--- config.mk ---
export PLATFORM = sky130hd
export DESIGN_NAME = uart_irq_ctrl
export DESIGN_NICKNAME = d
export VERILOG_FILES = /design/src/rtl/uart_irq_pkg.sv /design/src/rtl/uart_irq_prio.sv /design/src/rtl/uart_irq_ctrl.sv
export SDC_FILE = /design/constraint.sdc
export NUM_CORES = 1
export LEC_CHECK = 0
export ABC_AREA = 1
export CORE_MARGIN = 2
export CORE_UTILIZATION = 37
export DETAILED_ROUTE_END_ITERATION = 6
export PLACE_DENSITY = 0.76
export SYNTH_ARGS = -nofsm -noshare
export SYNTH_HDL_FRONTEND = slang
export SYNTH_HIERARCHICAL = 1
export SYNTH_SLANG_ARGS = --single-unit
--- constraint.sdc ---
create_clock -name pclk -period 1.2 [get_ports pclk]
set_input_delay 0.18 -clock pclk [delete_from_list [all_inputs] [get_ports pclk]]
set_output_delay 0.18 -clock pclk [all_outputs]
set_load 0.02 [all_outputs]
--- src/rtl/uart_irq_pkg.sv ---
// UART interrupt controller shared package.
// Register offsets, IMR mode encoding, IDR layout, source limit.
package uart_irq_pkg;

  localparam int NUM_SRC_MAX = 32;

  localparam int OFF_IER = 'h00;
  localparam int OFF_ISR = 'h04;
  localparam int OFF_IMR = 'h08;
  localparam int OFF_IPR = 'h0C;
  localparam int OFF_IDR = 'h10;

  localparam logic IMR_LEVEL = 1'b0;
  localparam logic IMR_EDGE  = 1'b1;

  localparam int IDR_IDX_W = 6;
  localparam int IDR_ANY   = 31;

endpackage

--- src/rtl/uart_irq_prio.sv ---
// Lowest-index priority encoder producing the IDR word.
// Ports: ipr_i pending&enabled vector; idr_o {any,0..,index}.
module uart_irq_prio
  import uart_irq_pkg::*;
#(
  parameter int N = 5
) (
  input  logic [N-1:0] ipr_i,
  output logic [31:0]  idr_o
);

  // Scan high to low so the lowest set bit wins.
  always_comb begin
    idr_o = '0;
    for (int i = N - 1; i >= 0; i--) begin
      if (ipr_i[i]) begin
        idr_o[IDR_IDX_W-1:0] = IDR_IDX_W'(i);
      end
    end
    idr_o[IDR_ANY] = |ipr_i;
  end

endmodule

--- src/rtl/uart_irq_ctrl.sv ---
// UART interrupt controller with an APB register file.
// Ports: APB slave (pclk/preset/psel/penable/pwrite/paddr/pwdata/
// pstrb/prdata/pready/pslverr), src_i sources, irq_o, irq_any_o.
module uart_irq_ctrl
  import uart_irq_pkg::*;
#(
  parameter int NUM_SRC = 5,
  parameter int ADDR_W  = 8
) (
  input  logic               pclk,
  input  logic               preset,
  input  logic               psel,
  input  logic               penable,
  input  logic               pwrite,
  input  logic [ADDR_W-1:0]  paddr,
  input  logic [31:0]        pwdata,
  input  logic [3:0]         pstrb,
  output logic [31:0]        prdata,
  output logic               pready,
  output logic               pslverr,
  input  logic [NUM_SRC-1:0] src_i,
  output logic [NUM_SRC-1:0] irq_o,
  output logic               irq_any_o
);

  logic [NUM_SRC-1:0] ier_q, ier_d;
  logic [NUM_SRC-1:0] isr_q, isr_d;
  logic [NUM_SRC-1:0] imr_q, imr_d;
  logic [NUM_SRC-1:0] src_q;
  logic [NUM_SRC-1:0] irq_q;
  logic               any_q;

  logic [NUM_SRC-1:0] ipr;
  logic [NUM_SRC-1:0] set;
  logic [NUM_SRC-1:0] clr;
  logic [NUM_SRC-1:0] wm;
  logic [NUM_SRC-1:0] wd;
  logic [31:0]        wmask;
  logic [31:0]        idr;

  logic acc, err, wr_ok, rd_en, mapped, misal;
  logic sel_ier, sel_isr, sel_imr, sel_ipr, sel_idr;

  assign sel_ier = (paddr == ADDR_W'(OFF_IER));
  assign sel_isr = (paddr == ADDR_W'(OFF_ISR));
  assign sel_imr = (paddr == ADDR_W'(OFF_IMR));
  assign sel_ipr = (paddr == ADDR_W'(OFF_IPR));
  assign sel_idr = (paddr == ADDR_W'(OFF_IDR));

  assign mapped = sel_ier | sel_isr | sel_imr
                | sel_ipr | sel_idr;
  assign misal  = |paddr[1:0];
  assign acc    = psel & penable;

  assign err = acc & (~mapped | misal
             | (pwrite & (sel_ipr | sel_idr)));

  assign wr_ok = acc & pwrite & ~err & ~preset;
  assign rd_en = psel & ~pwrite & ~preset;

  assign pready  = 1'b1;
  assign pslverr = err & ~preset;

  always_comb begin
    wmask = '0;
    for (int b = 0; b < 4; b++) begin
      wmask[8*b +: 8] = {8{pstrb[b]}};
    end
  end

  assign wm = wmask[NUM_SRC-1:0];
  assign wd = pwdata[NUM_SRC-1:0] & wm;

  // Bits above NUM_SRC of the write bus are intentionally dropped.
  logic unused_bits;
  assign unused_bits = ^{pwdata, wmask};

  always_comb begin
    for (int i = 0; i < NUM_SRC; i++) begin
      if (imr_q[i] == IMR_EDGE) begin
        set[i] = src_i[i] & ~src_q[i];
      end else begin
        set[i] = src_i[i];
      end
    end
  end

  assign clr = (wr_ok & sel_isr) ? wd : '0;

  // Set is OR'd in last so it wins over a same-cycle W1C.
  assign isr_d = (isr_q & ~clr) | set;

  assign ier_d = (wr_ok & sel_ier)
               ? ((ier_q & ~wm) | wd) : ier_q;
  assign imr_d = (wr_ok & sel_imr)
               ? ((imr_q & ~wm) | wd) : imr_q;

  assign ipr = isr_q & ier_q;

  uart_irq_prio #(
    .N (NUM_SRC)
  ) u_prio (
    .ipr_i (ipr),
    .idr_o (idr)
  );

  always_comb begin
    prdata = '0;
    if (rd_en && !misal) begin
      unique case (1'b1)
        sel_ier: prdata = 32'(ier_q);
        sel_isr: prdata = 32'(isr_q);
        sel_imr: prdata = 32'(imr_q);
        sel_ipr: prdata = 32'(ipr);
        sel_idr: prdata = idr;
        default: prdata = '0;
      endcase
    end
  end

  always_ff @(posedge pclk) begin
    if (preset) begin
      ier_q <= '0;
      isr_q <= '0;
      imr_q <= '0;
      src_q <= '0;
      irq_q <= '0;
      any_q <= 1'b0;
    end else begin
      ier_q <= ier_d;
      isr_q <= isr_d;
      imr_q <= imr_d;
      src_q <= src_i;
      irq_q <= ipr;
      any_q <= |ipr;
    end
  end

  assign irq_o     = irq_q;
  assign irq_any_o = any_q;

endmodule

After elaboration in Yosys (flattened, before gate mapping)
Cells that the tools add are included.

Multiplexer cells: 13. Bitwise operators: 43. Reduce and logical (&&, ||, !) cells: 5. Eq/ne operators: 4.

Operators by type and width (number): 32-bit one-hot mux with 5 select lines (1); 32-bit two-way mux (1); 5-bit bitwise AND (5); 1-bit bitwise AND (17); 8-bit by 4-bit == test with 1-bit output (second input constant) (2); 3-bit two-way mux (5); 5-bit bitwise OR (3); 5-bit inverter (2); 1-bit inverter (9); 8-bit by 3-bit == test with 1-bit output (second input constant) (1); 8-bit by 5-bit == test with 1-bit output (second input constant) (1); 8-bit zero test (1); 1-bit bitwise OR (7); 1-bit two-way mux (5); 5-bit two-way mux (1); 5-bit OR reduction (1); 2-bit OR reduction (1); 1-bit logical AND (1); 1-bit zero test (1).

Flip-flop bits (word level): 26. Output and inout port bits: 40. Input port bits: 54.

Depth between registers and ports, before layout
Depth in word-level cells: 17. Mapped depth: 12. Gate-level depth less buffers: 12.

Cells and area by module
Netlist, hierarchy kept.

Modules (own cells, without submodules): uart_irq_ctrl (area an instance 1722.9 sq um, instances 1, cells each 264); uart_irq_prio (area an instance 261.5 sq um, instances 1, cells each 40).

Worst setup path after synthesis
OpenSTA, ideal clock, no wires.

Path type: input to output. From: input preset. To: output prdata[31]. Buffers on the path: 2. Stages on the path: 7. Arrival: 1452 ps. Path slack: -432 ps. Required time: 1020 ps. Cells stage by stage: buf_2 -> inv_2 -> nand2_1 -> nor3_1 -> inv_1 -> buf_2 -> nor3b_1.

Word-level cells in the longest chain between the ends: 4.

Ends and longest elaborated chain: start: declaration (RTL line uart_irq_ctrl.sv:11) `input logic preset,`; 1-bit inverter (RTL line uart_irq_ctrl.sv:59) `assign rd_en = psel & ~pwrite & ~preset;`; 1-bit bitwise AND (RTL line uart_irq_ctrl.sv:59); 1-bit logical AND (RTL line uart_irq_ctrl.sv:109) `if (rd_en && !misal) begin`; 32-bit two-way mux (RTL line uart_irq_ctrl.sv:109); end: declaration (RTL line uart_irq_ctrl.sv:18) `output logic [31:0] prdata,`.

No other way between the ends.

==> results.md <==
- Status: finished with violations
- Failing checks: setup timing
- Tot GR Track Use: 0.1682
- Sequential share of the synthesized area: 0.2623
- First-pass GRT wire length: 8300 um
- Cell family with most CP delay: simple AND/OR/NAND/NOR gates
- Wire per inst: 11.22 um
- Comb pwr share: 0.179
- Worst-skew pair later-pin latency: 280 ps
- Met1 Use GR: 0.1986
- Critical path buffers and inverters: 2
- Post-route ant nets: 0
- Nets: 448
- Rows: 26
- Yosys warning count: 6
- CTS sink cnt: 26
- Worst Setup End Kind: primary output
- Layout area overhead: 54.86%
- Hold Violations, Final: 0
- Total gr overflow: 0
- CP dominant cell by count: a21oi_2
- DR iter-0 viols: 49
- Worst setup margin: -610.7 ps
- GR Util met3: 0.04000
- Library cells used by synthesis: 28
- Worst reg-to-reg path cell count: 7
- Max Cap Viol: 0
- Crit share post-route: 1.509
- Synth Area in XOR/XNOR: 0
- Clock buffer count from CTS: 3
- Int Pwr: 1.519 mW
- Adder-Cell Fraction of Synth Area: 0
- Clock tree buffer depth: 2
- Synth Area in Compound Gates: 0.05990
- DRC Markers: 0
- Clock Tree Root: clkbuf_8
- Net Sw Frac: 0.2526
- Detailed Routing Iterations Pass 1: 4
- Largest family of logic cells by synthesized area: simple AND/OR/NAND/NOR gates
- Cell Pwr Density: 661.3 mW/mm^2
- Chip height: 77.24 um
- Vias per cell: 4.359
- Die area: 0.005965 mm^2
- Worst-Margin Slew: 711.8 ps
- Critical path startpoint category: register
- Vias in the first global route: 1841
- Slew Limit Fails: 0
- RSZ-0062 raised after global routing: true
- Die width: 77.24 um
- # port buffers: 36
- Slowest stage delay, CP: 330 ps
- Final Routed Wirelength: 5194 um
- Setup CP Type: reg -> out
- Net switching power figure: 513.4 uW
- Static leakage: 1.472 nW
- HPWL Detailed: 3612 um
- Final setup fails: 22
- CP cell instances: nand2_2 > inv_2 > nor2_2 > nand2_1 > nor2_1 > nand3_1 > o21ai_1 > a21oi_2 > a21oi_2 > buf_6
- Core area: 0.005140 mm^2
- Flop pwr share: 0.446
- Placed instance area: 0.002784 mm^2
- Initial antenna violation count: 0
- Clock power frac: 0.375
- Syn avg cell area: 6.528 um^2
- Reg clk slew, reported paths: 100 ps
- Simple-gate portion of the synthesized area: 0.4325
- TNS Setup: -4872 ps
- Fmax: 552.3 MHz
- Critical Path Stages: 10
- Worst IR Drop VDD: 0.0008617 V
- CTS Hold Bufs: 0
- Initial Util: 0.3861
- Hold Crit Depth: 3
- TritonCTS clock tree: yes
- IO Pins: 94
- Worst Path Required: 1020 ps
- Synth Instances: 304
- Post-synthesis mux area share: 0
- Design area: 0.003073 mm^2
- Place WS: -1217 ps
- Vias: 2018
- Layout cells sized above 1: 0.3944
- # H-tree levels: 1
- Top Usage Layer GRT: met2
- Largest net degree at the start of global routing: 27
- RD Place Congestion: 0.8196
- Data arrival, critical path: 1630 ps
- Met2 usage: 0.3165
- Setup Skew: 1.431 ps
- Synth Cell Area: 0.001984 mm^2
- Worst Hold Class: in -> reg
- Crit-path max FO: 3
- Minimum clock period: 1811 ps
- Worst rel slew slack: 0.5244
- # diodes: 0
- Synth Register Bits: 26
- Slowest cell on the critical path: dfxtp_1
cell families after synthesis:
logic type / after synthesis
other: 2
AND/OR/NAND/NOR: 162
flip-flops: 26
AO/OA/AOI/OAI: 21
buffers and inverters: 93
placed cells by master, fill, tap and decap left out, types with 6 or more instances in the layout:
master	Yosys	layout
conb_1	2	29
nand2_1	59	50
clkdlybuf4s50_1	0	12
nand2_2	5	12
inv_1	47	36
inv_2	5	9
buf_6	2	8
nor3b_1	27	26
buf_4	29	62
dfxtp_2	0	8
a21oi_2	0	6
dfxtp_1	26	18
nand4_1	11	11
nand3_1	9	7
dlygate4sd2_1	0	10
nor2_1	38	33
o21ai_2	0	6
nor2_4	2	7
final timing paths:
kind	endpoint	slack (ps)	start
max	prdata[2]	-610	register
min	src_q[4]	410	src_i[4]
max reg2reg	irq_any_o	0	isr_q[2]
min reg2reg	isr_q[4]	480	src_q[4]
layer usage:
metal	up-vias	share of wire
met4	0	0.0077
met1	888	0.40
met2	59	0.53
li1	1065	-
met5	-	0
met3	6	0.060
power by group through the flow:
| stage | combinational, mW | sequential [mW] | clock [mW] |
|---|---|---|---|
| 4_1_cts | 0.346 | 0.904 | 0.759 |
| 3_5_place_dp | 0.342 | 0.921 | 0 |
| 5_1_grt | 0.398 | 0.908 | 0.798 |
| 2_1_floorplan | 0.244 | 0.920 | 0 |
| 6_report | 0.365 | 0.906 | 0.762 |
| 3_3_place_gp | 0.336 | 0.920 | 0 |
worst register-to-register path: cells and delay by family (launching register included):
family	cells	cell delay, ps
buffers and inverters	4	430
DFF	1	340
and+or+nand+nor	2	240
AOI/OAI and AO/OA	1	90
layout make-up:
cell class,count,area [um^2]
clock buffer,3,41.29
clock inverter,1,30.03
fill,467,2067
inverter,53,242.7
multi-input combinational,213,1328
sequential,26,530.5
tap,70,87.58
timing repair buffer,97,813.3
synthesized netlist by cell type, drive strengths merged:
| master | count | area [um^2] |
|---|---|---|
| nand4 | 11 | 68.82 |
| conb | 2 | 7.510 |
| clkbuf | 3 | 11.26 |
| nor3b | 27 | 202.7 |
| a21oi | 9 | 45.04 |
| nand3 | 11 | 80.07 |
| o22ai | 1 | 6.260 |
| nor2 | 42 | 191.4 |
| inv | 52 | 195.2 |
| nand2 | 67 | 295.3 |
| dfxtp | 26 | 520.5 |
| buf | 37 | 269.0 |
| a31oi | 1 | 6.260 |
| clkinv | 1 | 3.750 |
| o21ai | 10 | 61.31 |
| nor3 | 4 | 20.02 |
through the flow:
stage	hold WS [ps]	total power [mW]	utilization	cells
after floorplan	298.5	1.163	-	331
after global placement	450.6	1.255	0.5416	442
after detailed placement	458.9	1.263	0.5416	442
after CTS	412.1	2.009	0.5704	453
after global routing	429.7	2.104	0.5979	463
final	414.8	2.032	0.5979	463
timing repair:
action | CTS | global route
buffers inserted | 6 | 10
endpoints found under the setup margin | 28 | 22
pin swaps | 22 | 16
hold endpoints to repair | 0 | 0
cloned | 1 | 0
resized for setup | 99 | 21
No activity file was read; power rests on OpenSTA's default activity.
